## src/rtl/cluster_mem_responder.sv

```systemverilog
// Memory responder for a hart cluster: fetches/loads a 4-beat cache line or
// performs one sub-word store on a simple beat-level backend with ack handshake.
module cluster_mem_responder #(
  parameter int LINE_BEATS  = 4,
  parameter int MEM_LAT_MAX = 255
) (
  input  logic         CLK,
  input  logic         RST,
  input  logic         i_req,
  input  logic [2:0]   i_mode,
  input  logic [31:0]  i_iaddr,
  input  logic [31:0]  i_daddr,
  input  logic [31:0]  i_wdata,
  input  logic [2:0]   i_ctrl,
  output logic         o_busy,
  output logic         o_done,
  output logic         o_err,
  output logic [127:0] o_insn_data,
  output logic [127:0] o_data_data,
  output logic         o_mem_req,
  output logic         o_mem_we,
  output logic [31:0]  o_mem_addr,
  output logic [31:0]  o_mem_wdata,
  output logic [3:0]   o_mem_wstrb,
  input  logic         i_mem_ack,
  input  logic [31:0]  i_mem_rdata,
  output logic [2:0]   o_state
);

  typedef enum logic [2:0] {
    S_IDLE  = 3'd0,
    S_READ  = 3'd1,
    S_WRITE = 3'd2,
    S_DONE  = 3'd3,
    S_ERR   = 3'd4
  } state_t;

  // Backend handshake: a beat is presented with o_mem_req=1 and held unchanged
  // until the cycle i_mem_ack=1; that cycle transfers the beat (read data included).
  state_t      r_state;
  state_t      w_next;
  logic        r_fetch;
  logic [31:0] r_addr;
  logic [31:0] r_wdata;
  logic [1:0]  r_ctrl;
  logic [1:0]  r_beat;
  logic [7:0]  r_wait;
  logic [95:0] r_line;
  logic [127:0] r_insn;
  logic [127:0] r_data;

  logic w_store_ok;
  logic w_last_beat;
  logic w_timeout;

  always_comb begin
    w_store_ok = 1'b0;
    case (i_ctrl)
      3'd0:    w_store_ok = 1'b1;
      3'd1:    w_store_ok = ~i_daddr[0];
      3'd2:    w_store_ok = (i_daddr[1:0] == 2'b00);
      default: w_store_ok = 1'b0;
    endcase
  end

  assign w_last_beat = (r_beat == 2'(LINE_BEATS - 1));
  // Counter would reach the limit at this edge: abandon the beat instead.
  assign w_timeout   = ~i_mem_ack && (r_wait == 8'(MEM_LAT_MAX - 1));

  always_comb begin
    w_next = r_state;
    case (r_state)
      S_IDLE: begin
        if (i_req) begin
          case (i_mode)
            3'd1, 3'd2: w_next = S_READ;
            3'd3:       w_next = w_store_ok ? S_WRITE : S_ERR;
            default:    w_next = S_ERR;
          endcase
        end
      end
      S_READ: begin
        if (i_mem_ack && w_last_beat) w_next = S_DONE;
        else if (w_timeout)           w_next = S_ERR;
      end
      S_WRITE: begin
        if (i_mem_ack)      w_next = S_DONE;
        else if (w_timeout) w_next = S_ERR;
      end
      S_DONE:  w_next = S_IDLE;
      S_ERR:   w_next = S_IDLE;
      default: w_next = S_IDLE;
    endcase
  end

  always_comb begin
    o_mem_req   = 1'b0;
    o_mem_we    = 1'b0;
    o_mem_addr  = 32'h0;
    o_mem_wdata = 32'h0;
    o_mem_wstrb = 4'h0;
    case (r_state)
      S_READ: begin
        o_mem_req  = 1'b1;
        o_mem_addr = {r_addr[31:4], r_beat, 2'b00};
      end
      S_WRITE: begin
        o_mem_req  = 1'b1;
        o_mem_we   = 1'b1;
        o_mem_addr = {r_addr[31:2], 2'b00};
        case (r_ctrl)
          2'd0: begin
            o_mem_wdata = {4{r_wdata[7:0]}};
            o_mem_wstrb = 4'b0001 << r_addr[1:0];
          end
          2'd1: begin
            o_mem_wdata = {2{r_wdata[15:0]}};
            o_mem_wstrb = 4'b0011 << r_addr[1:0];
          end
          default: begin
            o_mem_wdata = r_wdata;
            o_mem_wstrb = 4'b1111;
          end
        endcase
      end
      default: ;
    endcase
  end

  assign o_busy      = (r_state != S_IDLE);
  assign o_done      = (r_state == S_DONE);
  assign o_err       = (r_state == S_ERR);
  assign o_insn_data = r_insn;
  assign o_data_data = r_data;
  assign o_state     = r_state;

  always_ff @(posedge CLK or posedge RST) begin
    if (RST) r_state <= S_IDLE;
    else     r_state <= w_next;
  end

  always_ff @(posedge CLK or posedge RST) begin
    if (RST) begin
      r_fetch <= 1'b0;
      r_addr  <= 32'h0;
      r_wdata <= 32'h0;
      r_ctrl  <= 2'd0;
      r_beat  <= 2'd0;
      r_wait  <= 8'd0;
      r_line  <= 96'h0;
      r_insn  <= 128'h0;
      r_data  <= 128'h0;
    end else begin
      if (r_state == S_IDLE && i_req) begin
        r_fetch <= (i_mode == 3'd1);
        r_addr  <= (i_mode == 3'd1) ? i_iaddr : i_daddr;
        r_wdata <= i_wdata;
        r_ctrl  <= i_ctrl[1:0];
      end

      if (o_mem_req && !i_mem_ack) r_wait <= r_wait + 8'd1;
      else                         r_wait <= 8'd0;

      if (r_state == S_READ) begin
        if (i_mem_ack) begin
          r_beat <= r_beat + 2'd1;
          case (r_beat)
            2'd0:    r_line[31:0]  <= i_mem_rdata;
            2'd1:    r_line[63:32] <= i_mem_rdata;
            2'd2:    r_line[95:64] <= i_mem_rdata;
            default: ;
          endcase
          // Only a complete line ever reaches the visible outputs.
          if (w_last_beat) begin
            if (r_fetch) r_insn <= {i_mem_rdata, r_line};
            else         r_data <= {i_mem_rdata, r_line};
          end
        end
      end else begin
        r_beat <= 2'd0;
      end
    end
  end

endmodule

```

## config.mk

```make
export PLATFORM = sky130hd
export DESIGN_NAME = cluster_mem_responder
export DESIGN_NICKNAME = d
export VERILOG_FILES = /design/src/rtl/cluster_mem_responder.sv
export SDC_FILE = /design/constraint.sdc
export NUM_CORES = 1
export LEC_CHECK = 0
export ABC_AREA = 1
export BUFFER_PORTS_ARGS = -buffer_cell sky130_fd_sc_hd__buf_2
export CAP_MARGIN = 20
export CORE_UTILIZATION = 45
export CTS_CLUSTER_SIZE = 8
export DETAILED_ROUTE_END_ITERATION = 12
export PLACE_DENSITY_LB_ADDON = 0.15
export RECOVER_POWER = 25
export SLEW_MARGIN = 20
export SYNTH_ARGS = -nofsm -noshare
export SYNTH_HDL_FRONTEND = slang
export SYNTH_SLANG_ARGS = --single-unit
```

## constraint.sdc

```tcl
create_clock -name CLK -period 19.4 [get_ports CLK]
set_input_delay 1.94 -clock CLK [delete_from_list [all_inputs] [get_ports CLK]]
set_output_delay 1.94 -clock CLK [all_outputs]
set_load 0.1 [all_outputs]
```

==> metrics.cfg <==
[power]
netSwitchingPower_uw=769
power.leakage_nw=11.6
irDropWorstVdd_v=0.000136
pwr-share-comb=0.188
pwr-share-clk=0.366
power_density_nw_per_um2=114
switching_share=0.313
internal_power_mw=1.69
p_seq_frac=0.446

[grt]
first_global_vias=13300
grt_antenna_before_repair=1
overflow=0
grt_max_degree=150
grt_pass1_wl_mm=70.7
grt_use_total=0.229

[floorplanning]
coreArea_um2=38000
placementRows=71
io_pins=470
die_area_um2=39700
die_w_um=199
die_y_um=199
initial_utilization=0.461

[synthesis]
synth_top_area_frac=0.617
syn_avg_cell_area_um2=9.39
netlist_instances=1865
yosys.area.top_type=dfrtp_1
synth_seq_area_share=0.617
yosys_warnings=0
ys_types=30
ys_ff_latch=432
synthesis.area_um2=17500
yosys-top-cells-area=dfrtp_1, nand2_1, o21ai_0

[critical_path]
r2r_start=r_beat[0]$_DFFE_PP0P_
critPathMaxFanout=137
cp-end-kind=async pin
r2r_cells=9
crit_type=in2async
worstPathRequired_ns=19.99
reg2reg_to=o_insn_data[13]$_DFFE_PP0P_
startpoint_type=input port
rrSetupSlack_ns=13.50
worst_ep_arrival_time_ns=7.50

[detailed_routing]
drt-initial-drc-count=872
ant_nets=0
routed_wl_mm=45.6
post_drt_wl_per_cell_um=16.2
dr.pass1.iters=5
via_per_inst=4.88
drc=0
vias=13700

[final_layout]
drive_gt1_frac=0.275
fillers=3465
finish.instance_area_um2=21600
final_cells=2819
postLayoutCoreUtil=0.567
nets=2447
area_growth_pct=23.1

[timing]
finalCriticalPeriod_ns=6.91
fin_crit_sh=0.356
max_freq_mhz=145
setup_viol=0
clock-skew-final_ns=0.0193
final_hold_viol_count=0
worst_pin_slew_ns=6.10
rsz0062_at_grt=false
relSlewSlack=-3.09
finalSetupTns_ns=0
final_max_slew_viol_count=502

[status]
violations=capacitance limit, slew limit
outcome=complete, but fails checks

[min_path]
whs_endpoint=o_data_data[1]$_DFFE_PP0P_
whs_path_depth=2
hp-start=o_data_data[1]$_DFFE_PP0P_
hold_class=reg2reg

[cts]
cts-root-buf=clkbuf_16
clk_pin_slew_ns=0.05
clock-sinks=432
cts_buffers=60
htree_levels=2
cts_tree=built
cts_setup_buffers=0
insertion_delay_ns=0.60
clockBufferDepth=3
hold_buffers=0
post_cts_resize_count=0

[place]
io_buffers=467
place_area_um2=20000
hpwl_mm=30.9
place_congestion=0.858
dp.cells=2752

[flow_run]
max-cap-violations=6

sequential cells by signal, summed over array words and instances (netlist names), 2 cells and up:
| name | count |
|---|---|
| o_data_data | 128 |
| o_insn_data | 128 |
| r_line | 96 |
| r_addr | 32 |
| r_wdata | 32 |
| r_wait | 8 |
| o_state | 3 |
| r_beat | 2 |
| r_ctrl | 2 |
synthesized netlist by cell type, drive strengths merged:
cell type / n
inv: 229
ha: 6
nor2: 191
xor2: 1
o21ai: 288
xnor2: 1
dfrtp: 432
conb: 1
a21oi: 142
nor3b: 1
buf: 58
nand4: 1
nand2: 402
nand3: 18
o211ai: 32
nor3: 7
clkbuf: 46
o22ai: 9
worst max path at each step:
stage,start,end,slack [ns],depth (start not counted)
2_1_floorplan,RST,o_data_data[0]$_DFFE_PP0P_,5.43,1
3_3_place_gp,i_mem_ack,o_insn_data[46]$_DFFE_PP0P_,14.32,9
5_1_grt,RST,o_insn_data[43]$_DFFE_PP0P_,11.34,4
6_report,RST,o_data_data[107]$_DFFE_PP0P_,12.49,4
4_1_cts,o_state[1]$_DFFE_PP0P_,o_mem_wdata[9],14.24,7
3_5_place_dp,i_mem_ack,o_insn_data[13]$_DFFE_PP0P_,14.25,9
power groups by stage:
stage | registers (mW) | logic (mW) | clock network (mW)
after detailed placement | 1.10 | 0.460 | 0
final | 1.10 | 0.462 | 0.898
after global routing | 1.11 | 0.517 | 0.955
after floorplan | 1.10 | 0.355 | 0
after global placement | 1.10 | 0.452 | 0
after CTS | 1.09 | 0.461 | 0.921
cell type report:
class | count | area (um^2) | area share
Timing Repair Buffer | 479 | 2420 | 0.112
Multi-Input combinational cell | 1101 | 5280 | 0.245
Inverter | 229 | 861 | 0.0399
Tap cell | 511 | 639 | 0.0296
Antenna cell | 1 | 2.50 | 0.000116
Clock inverter | 3 | 26.3 | 0.00122
Clock buffer | 63 | 1530 | 0.0711
Sequential cell | 432 | 10800 | 0.501
through the flow:
stage / hold slack (ns) / worst slack (ns) / power, mW
final: 0.470 / 12.49 / 2.46
after global placement: 0.454 / 14.32 / 1.55
after detailed placement: 0.460 / 14.25 / 1.56
after global routing: 0.492 / 11.34 / 2.58
after CTS: 0.474 / 14.24 / 2.47
after floorplan: 0.442 / 5.43 / 1.45
routing by layer:
layer	wire, um	vias to the layer above	track usage
met3	3090	75	0.0515
met1	19700	6495	0.295
met2	21600	429	0.374
met5	0	-	0
met4	1270	0	0.0886
li1	-	6750	-
logic make-up after synthesis:
group	after synthesis	share of synthesized area
AOI/OAI and AO/OA	471	0.157
DFF	432	0.617
xor gates and xnor gates	2	0.00100
adders and majority gates	6	0.00429
other	1	0.000214
and+or+nand+nor	620	0.138
buffers and inverters	333	0.0819
cells in the final DEF, fill, tap and decap left out, types with 4 or more instances in the layout:
cell       netlist  routed
nor3_1           7       7
clkbuf_16        0      61
dfrtp_1        432     432
nand2_1        397     397
o22ai_1          9       9
buf_2           32     466
inv_2            4       4
nor2_1         186     188
nand3_1         17      16
buf_4           12       6
inv_1          225     224
o21ai_0        251     251
a21oi_2         82      82
o21ai_1         37      37
nand2_2          5       4
ha_1             6       6
clkbuf_1        44       7
o211ai_1        32      32
a21oi_1         60      60
critical path: stages:
cell and delay, ns:
buf_2 0.10, clkinvlp_2 3.35, buf_4 1.08, buf_4 0.80
Power figures use the tool's default switching activity.
